--- config.mk ---
export PLATFORM = sky130hd
export DESIGN_NAME = key_event
export DESIGN_NICKNAME = d
export VERILOG_FILES = /design/src/rtl/key_event.sv
export SDC_FILE = /design/constraint.sdc
export NUM_CORES = 1
export LEC_CHECK = 0
export CORE_ASPECT_RATIO = 1.5
export CORE_MARGIN = 1
export CORE_UTILIZATION = 32
export DETAILED_ROUTE_END_ITERATION = 8
export SYNTH_ARGS = -nofsm -noshare
export SYNTH_HDL_FRONTEND = slang
export SYNTH_SLANG_ARGS = --single-unit
--- constraint.sdc ---
create_clock -name clk -period 4.33 [get_ports clk]
set_input_delay 0.866 -clock clk [delete_from_list [all_inputs] [get_ports clk]]
set_output_delay 0.866 -clock clk [all_outputs]
set_load 0.01 [all_outputs]
--- src/rtl/key_event.sv ---
// key_event: debounces synchronized key levels, arbitrates commits lowest-index-first,
// and queues 8-bit press/release event codes in a CPU-drained FIFO.
module key_event #(
    parameter int DATA_WIDTH      = 8,
    parameter int KEY_WIDTH       = 6,
    parameter int INDEX_WIDTH     = 3,
    parameter int DEBOUNCE_CYCLES = 250000,
    parameter int FIFO_DEPTH_BITS = 3
) (
    input  logic                  clk,
    input  logic                  reset,
    input  logic [KEY_WIDTH-1:0]  key_in,
    output logic [KEY_WIDTH-1:0]  key_state,
    output logic [DATA_WIDTH-1:0] event_data,
    output logic                  event_valid,
    input  logic                  event_pop,
    output logic                  overflow,
    input  logic                  clear_overflow
);
    localparam int CW    = $clog2(DEBOUNCE_CYCLES + 1);
    localparam int DEPTH = 1 << FIFO_DEPTH_BITS;
    localparam logic [CW-1:0]              TERM   = CW'(DEBOUNCE_CYCLES - 1);
    localparam logic [CW-1:0]              CNT1   = CW'(1);
    localparam logic [FIFO_DEPTH_BITS-1:0] PTR1   = FIFO_DEPTH_BITS'(1);
    localparam logic [FIFO_DEPTH_BITS:0]   OCC1   = (FIFO_DEPTH_BITS + 1)'(1);
    localparam logic [FIFO_DEPTH_BITS:0]   OCCMAX = (FIFO_DEPTH_BITS + 1)'(DEPTH);

    logic [KEY_WIDTH-1:0]       state_q, state_d, elig;
    logic [CW-1:0]              cnt_q [KEY_WIDTH];
    logic [CW-1:0]              cnt_d [KEY_WIDTH];
    logic [INDEX_WIDTH-1:0]     gnt_idx;
    logic                       gnt;
    logic [DATA_WIDTH-1:0]      ev;
    logic [DATA_WIDTH-1:0]      mem_q [DEPTH];
    logic [FIFO_DEPTH_BITS-1:0] wptr_q, wptr_d, rptr_q, rptr_d;
    logic [FIFO_DEPTH_BITS:0]   count_q, count_d;
    logic                       valid_q, valid_d, ovf_q, ovf_d;
    logic                       full, pop_ok, push_ok, drop;

    // A key is eligible only while its input still disagrees on the grant edge.
    always_comb begin
        elig    = '0;
        gnt     = 1'b0;
        gnt_idx = '0;
        for (int i = KEY_WIDTH - 1; i >= 0; i--) begin
            elig[i] = (key_in[i] != state_q[i]) && (cnt_q[i] == TERM);
            if (elig[i]) begin
                gnt     = 1'b1;
                gnt_idx = INDEX_WIDTH'(i);
            end
        end
    end

    always_comb begin
        state_d = state_q;
        if (gnt) state_d[gnt_idx] = ~state_q[gnt_idx];
        for (int i = 0; i < KEY_WIDTH; i++) begin
            cnt_d[i] = (key_in[i] == state_q[i] || (gnt && gnt_idx == INDEX_WIDTH'(i))) ? '0 :
                       (cnt_q[i] == TERM) ? TERM : cnt_q[i] + CNT1;
        end
        ev = '0;
        ev[DATA_WIDTH-1] = ~state_q[gnt_idx];
        ev[INDEX_WIDTH-1:0] = gnt_idx;
    end

    always_comb begin
        full    = (count_q == OCCMAX);
        pop_ok  = event_pop && valid_q;
        push_ok = gnt && (!full || pop_ok);
        drop    = gnt && full && !pop_ok;
        count_d = (push_ok && !pop_ok) ? count_q + OCC1 :
                  (pop_ok && !push_ok) ? count_q - OCC1 : count_q;
        valid_d = (count_d != '0);
        wptr_d  = push_ok ? wptr_q + PTR1 : wptr_q;
        rptr_d  = pop_ok ? rptr_q + PTR1 : rptr_q;
        ovf_d   = drop | (ovf_q & ~clear_overflow);
    end

    always_ff @(posedge clk or negedge reset) begin
        if (!reset) begin
            state_q <= '0;
            wptr_q  <= '0;
            rptr_q  <= '0;
            count_q <= '0;
            valid_q <= 1'b0;
            ovf_q   <= 1'b0;
            for (int i = 0; i < KEY_WIDTH; i++) cnt_q[i] <= '0;
        end else begin
            state_q <= state_d;
            wptr_q  <= wptr_d;
            rptr_q  <= rptr_d;
            count_q <= count_d;
            valid_q <= valid_d;
            ovf_q   <= ovf_d;
            for (int i = 0; i < KEY_WIDTH; i++) cnt_q[i] <= cnt_d[i];
        end
    end

    // Storage needs no reset: the head is only visible while occupancy is non-zero.
    always_ff @(posedge clk) begin
        if (push_ok) mem_q[wptr_q] <= ev;
    end

    assign key_state   = state_q;
    assign event_valid = valid_q;
    assign overflow    = ovf_q;
    assign event_data  = valid_q ? mem_q[rptr_q] : '0;
endmodule

; After elaboration in Yosys (flattened, before gate mapping)
; Memory sizes are Yosys's and may differ from the RTL's.
; Cells that the tools add are included.
[classes]
n_addsub = 10
order_cmp = 2
eq_ne = 24
n_mux = 34
bitwise_logic = 4
reduce_logical = 31
[op_table]
columns = cell, n
row1 = 18-bit 2-to-1 mux, 12
row2 = 18-bit by 1-bit adder with 18-bit output (second input constant), 6
row3 = 18-bit == test (second input constant), 6
row4 = 1-bit logical AND, 19
row5 = 3-bit 2-to-1 mux, 6
row6 = 1-bit 2-to-1 mux, 10
row7 = 4-bit 2-to-1 mux, 2
row8 = 8-bit 2-to-1 mux, 1
row9 = 1-bit logical OR, 7
row10 = 3-bit by 1-bit adder with 3-bit output (second input constant), 2
row11 = 6-bit bitwise mux, 1
row12 = 1-bit == test, 6
row13 = 3-bit by 2-bit == test with 1-bit output (second input constant), 2
row14 = 3-bit == test (second input constant), 2
row15 = 1-bit inequality test, 6
row16 = 4-bit by 1-bit adder with 4-bit output (second input constant), 1
row17 = 4-bit == test (second input constant), 1
row18 = 3-bit by 4-bit < comparator with 1-bit output (second input constant), 1
row19 = 4-bit nonzero test, 1
row20 = 4-bit by 1-bit subtractor with 4-bit output (second input constant), 1
row21 = 1-bit binary-select mux with 3-bit select, 1
row22 = 1-bit demux with 3-bit select, 1
row23 = 3-bit by 1-bit == test with 1-bit output (second input constant), 1
row24 = 3-bit by 1-bit greater-or-equal comparator with 1-bit output (second input constant), 1
row25 = 5 further kinds, 8
[word_totals]
ff_bits = 126
ram_bits = 32
inputBits = 10
output_inout_bits = 16
word_cells = 118
memories = 1
[memory_table]
columns = name, depth, width, read_ports, rd_ports_with_merged_regs, wr, line
row1 = mem_q, 8, 4, 1, 0, 1, 34  ; logic [DATA_WIDTH-1:0] mem_q [DEPTH];

; Depth between registers and ports, before layout
[depth]
depth_word = 14
ltp_mapped = 10

; Least setup slack after synthesis
; OpenSTA, ideal clock, no wires.
[synth_timing]
kind = reg2reg
start = register cnt_q[94] (netlist name)
end = memory mem_q[0][0] (netlist name) (enable)
arrival_time_ns = 2.645
t_required_ns = 3.969
slack_ns = 1.323
path_stages_with_launch = 8
cell_sequence = dfrtp_1 or4_1 or4_1 nor3_2 o21bai_1 nor3b_1 or3_1 nor3_1
[synth_between]
elab_chain_cells = 6
[synth_rtl]
columns = element, line
row1 = "start, declared", 29  ; logic [CW-1:0] cnt_q [KEY_WIDTH];
row2 = 18-bit == test, 46  ; elig[i] = (key_in[i] != state_q[i]) && (cnt_q[i] == TERM);
row3 = 1-bit logical AND, 46
row4 = 1-bit 2-to-1 mux, 47  ; if (elig[i]) begin
row5 = 1-bit logical AND, 69  ; push_ok = gnt && (!full || pop_ok);
row6 = 1-bit 2-to-1 mux, 101  ; if (push_ok) mem_q[wptr_q] <= ev;
row7 = 1-bit 2-to-1 mux (implied by the code), 101
row8 = "end, declared", 34
; Every way passes these cells.

; Worst setup path after layout
[layout_timing]
start = register cnt_q[98] (netlist name)
end = memory mem_q[0][2] (netlist name) (enable)
; The elaborated chain is that of the path after synthesis.

==> impl_metrics.csv <==
group,metric,value,unit
synthesis,synth_compound_gate_area_share,5.04,%
power_and_ir_drop,total_leakage_power,0.00368,µW
floorplan,die-height,194,µm
route,routed-via-count,5527,
global_route,global_route_wire_length_before_repair,27800,µm
worst_setup_path,critical_path.most_common_cell,"or4_1",
worst_setup_path,cp_data_arrival_time,3520,ps
final_layout,antennaDiodeCount,0,
worst_setup_path,critical-path-slowest-cell,"or4_1",
placed_design,place_hpwl,11400,µm
worst_setup_path,path_buf_inv,0,
synthesis,syn_area_per_cell,10.5,µm²
timing,final.period_utilization,79.8,%
clock_network,tritoncts_num_sinks,158,
timing,setup_total_negative_slack,0,ps
clock_network,tritoncts,"built",
worst_setup_path,crit_start_category,"register",
route,wl_met3,305,µm
synthesis,synth-main-ff-cell,"dfrtp_1",
final_layout,syn2layout_area_growth,14.8,%
synthesis,synthSimpleGateAreaFrac,23.3,%
route,post_drt_wl_per_cell,14.3,µm
route,ant_nets,0,
worst_setup_path,crit_path_class,"register to register",
placed_design,io_buffers,21,
clock_network,cts-buffers-inserted,17,
worst_setup_path,critPathRequiredTime,4390,ps
clock_network,clk_transition_reported_paths,70,ps
power_and_ir_drop,max-vdd-ir-drop,255,µV
placed_design,gp_congestion,0.810,
synthesis,async_reset_ff_share,79.7,%
timing,setup-violations-final,0,
floorplan,core_area,0.0238,mm²
status,run_status,"complete, no violations",
route,routed_wirelength,16000,µm
global_route,antenna_found_initial,0,
timing,worst_slew_pin_slew,799,ps
floorplan,initial_cell_density_of_the_core,32.9,%
synthesis,synth_edf_count,32,
clock_network,clock_latency,430,ps
synthesis,synth.cell_area,0.00783,mm²
timing,drv_slew,0,
synthesis,largest_family_of_logic_cells_by_synthesized_area,"simple AND/OR/NAND/NOR gates",
timing,clock_skew,12.7,ps
timing,finalWorstPathRequiredPeriod,3450,ps
route,remaining_drc_errors,0,
worst_setup_path,critical_path.top_delay_family,"simple AND/OR/NAND/NOR gates",
route,top_signal_layer_used,"met4",
clock_network,cts_root_buf,"clkbuf_16",
route,drt-pass1-iter-count,5,
final_layout,layout.cells.most_common_list,"126 x dfrtp_1, 122 x nor2_1, 60 x xor2_1",
timing,hold_violations,0,
power_and_ir_drop,pwr_density_cell,390,mW/mm²
final_layout,drive_above_1_share,7.66,%
synthesis,synth_fa_ha_area_share,1.60,%
worst_setup_path,critPathMaxStageDelay,580,ps
floorplan,placement_rows,69,
global_route,grt.overflow.total,0,
clock_network,cts_resized,0,
synthesis,number_of_distinct_library_cells_after_synthesis,57,
worst_setup_path,cp-end-kind,"register",
floorplan,top_level_ports,26,
synthesis,synth.yosys.seq_area_share,52.6,%
timing,max_clock_freq,0.290,GHz
clock_network,clk_path_buf_depth,2,
timing,max_slew_margin,46.8,%
route,detailed_route_vias_per_instance,4.96,
timing,worst_slack_on_hold_paths,477,ps
global_route,largest_net_degree_at_the_start_of_global_routing,88,
final_layout,most_common_library_cell_in_the_layout_ignoring_fill_and_taps,"dfrtp_1",
route,detail_route.iter0.violations,188,
global_route,gr-usage-all-layers,14.0,%
synthesis,syn_inst,749,
worst_setup_path,critical_path.cell_chain,"or4_1 -> or4_1 -> nor3_2 -> o21bai_1 -> nor3b_1 -> or3_1 -> nor3_1",
placed_design,preCtsSetupSlack,634,ps
synthesis,synth_mux_area_share,3.66,%
synthesis,synth.ff_latch_count,158,
hold_path,worst_hold_path_type,"register to register",
route,routedLengthMet1,6710,µm
synthesis,synthXorXnorAreaFrac,11.9,%
timing,rsz0062_at_grt,"false",
clock_network,postCtsHoldBufs,0,
floorplan,die_area,0.0251,mm²
clock_network,htree_levels,4,
clock_network,post-cts-setup-buffers,0,
global_route,first_global_vias,5671,
synthesis,ys.warnings.count,0,
flow_run,cap_viol_max_count,0,
final_layout,finalNetCount,803,
floorplan,die_width,130,µm
worst_setup_path,critical_path.max_fanout,5,
timing,fin_worst_setup_slack,876,ps
route,dr_wl_met2,8460,µm
## final timing paths
check	endpoint	slack, ps	startpoint	depth (start not counted)
max in group asynchronous	cnt_q[62]	3020	reset	2
setup reg to reg	mem_q[0][2]	880	cnt_q[98]	7
setup / recovery	mem_q[0][2]	880	cnt_q[98]	7
hold / removal	cnt_q[90]	480	cnt_q[90]	1
hold reg to reg	cnt_q[90]	480	cnt_q[90]	1
min in group asynchronous	cnt_q[80]	490	reset	1
## synth_stat cells, types with 9 or more instances
cell type / count / area (µm²)
clkbuf_1: 9 / 33.8
or3_1: 11 / 68.8
ha_1: 10 / 125
xor2_1: 60 / 526
nand4_1: 20 / 125
nor2_1: 122 / 458
inv_1: 19 / 71.3
xnor2_1: 46 / 403
nor3_1: 14 / 70.1
a21oi_1: 28 / 140
dfrtp_1: 126 / 3150
nand2_1: 57 / 214
nand3_1: 46 / 230
edfxtp_1: 32 / 961
or4_1: 9 / 67.6
and3_1: 27 / 169
## worst register-to-register path, cell delays in order, from the launching register on
cell and delay [ps]:
dfrtp_1 430, or4_1 580, or4_1 490, nor3_2 210, o21bai_1 260, nor3b_1 180, or3_1 450, nor3_1 500
## sequential cells by signal (all words and copies together), names as in the netlist
register     cells
wptr_q           3
rptr_q           3
mem_q           32
overflow         1
key_state        6
cnt_q          108
event_valid      1
count_q          4
## stage by stage
stage | power (µW) | area, µm² | util [%] | std cells
detailed placement | 2090 | 8420 | 35.3 | 1083
CTS | 3550 | 8980 | 37.7 | 1115
floorplan | 1940 | 7840 | - | 752
global route | 3660 | 8980 | 37.7 | 1115
finish | 3500 | 8980 | 37.7 | 1115
global placement | 2080 | 8420 | 35.3 | 1083
## report_power, final
group	leakage (µW)	switching (µW)	internal (µW)
combinational	0.00139	189	202
sequential	0.00203	104	1570
clock	0.000262	640	801
## metal layers
metal / track usage (%) / vias up
li1: - / 2694
met1: 16.6 / 2733
met2: 24.3 / 76
met3: 2.27 / 24
met4: 6.85 / 0
met5: 0 / -
## cells by family after synthesis
logic type / Yosys count
and+or+nand+nor: 359
muxes: 18
other: 1
buffers and inverters: 35
DFF: 158
AOI/OAI and AO/OA: 62
xor gates and xnor gates: 106
adders and majority gates: 10
## cell type report
| class | instances | area, µm² |
|---|---|---|
| flip-flops and latches | 158 | 4110 |
| clock inverters | 14 | 133 |
| multi-input cells | 559 | 3570 |
| repair buffers | 28 | 264 |
| clock buffers | 18 | 429 |
| well taps | 319 | 399 |
| fillers | 2400 | 14800 |
| inverters | 19 | 71.3 |
Power figures use the tool's default switching activity.
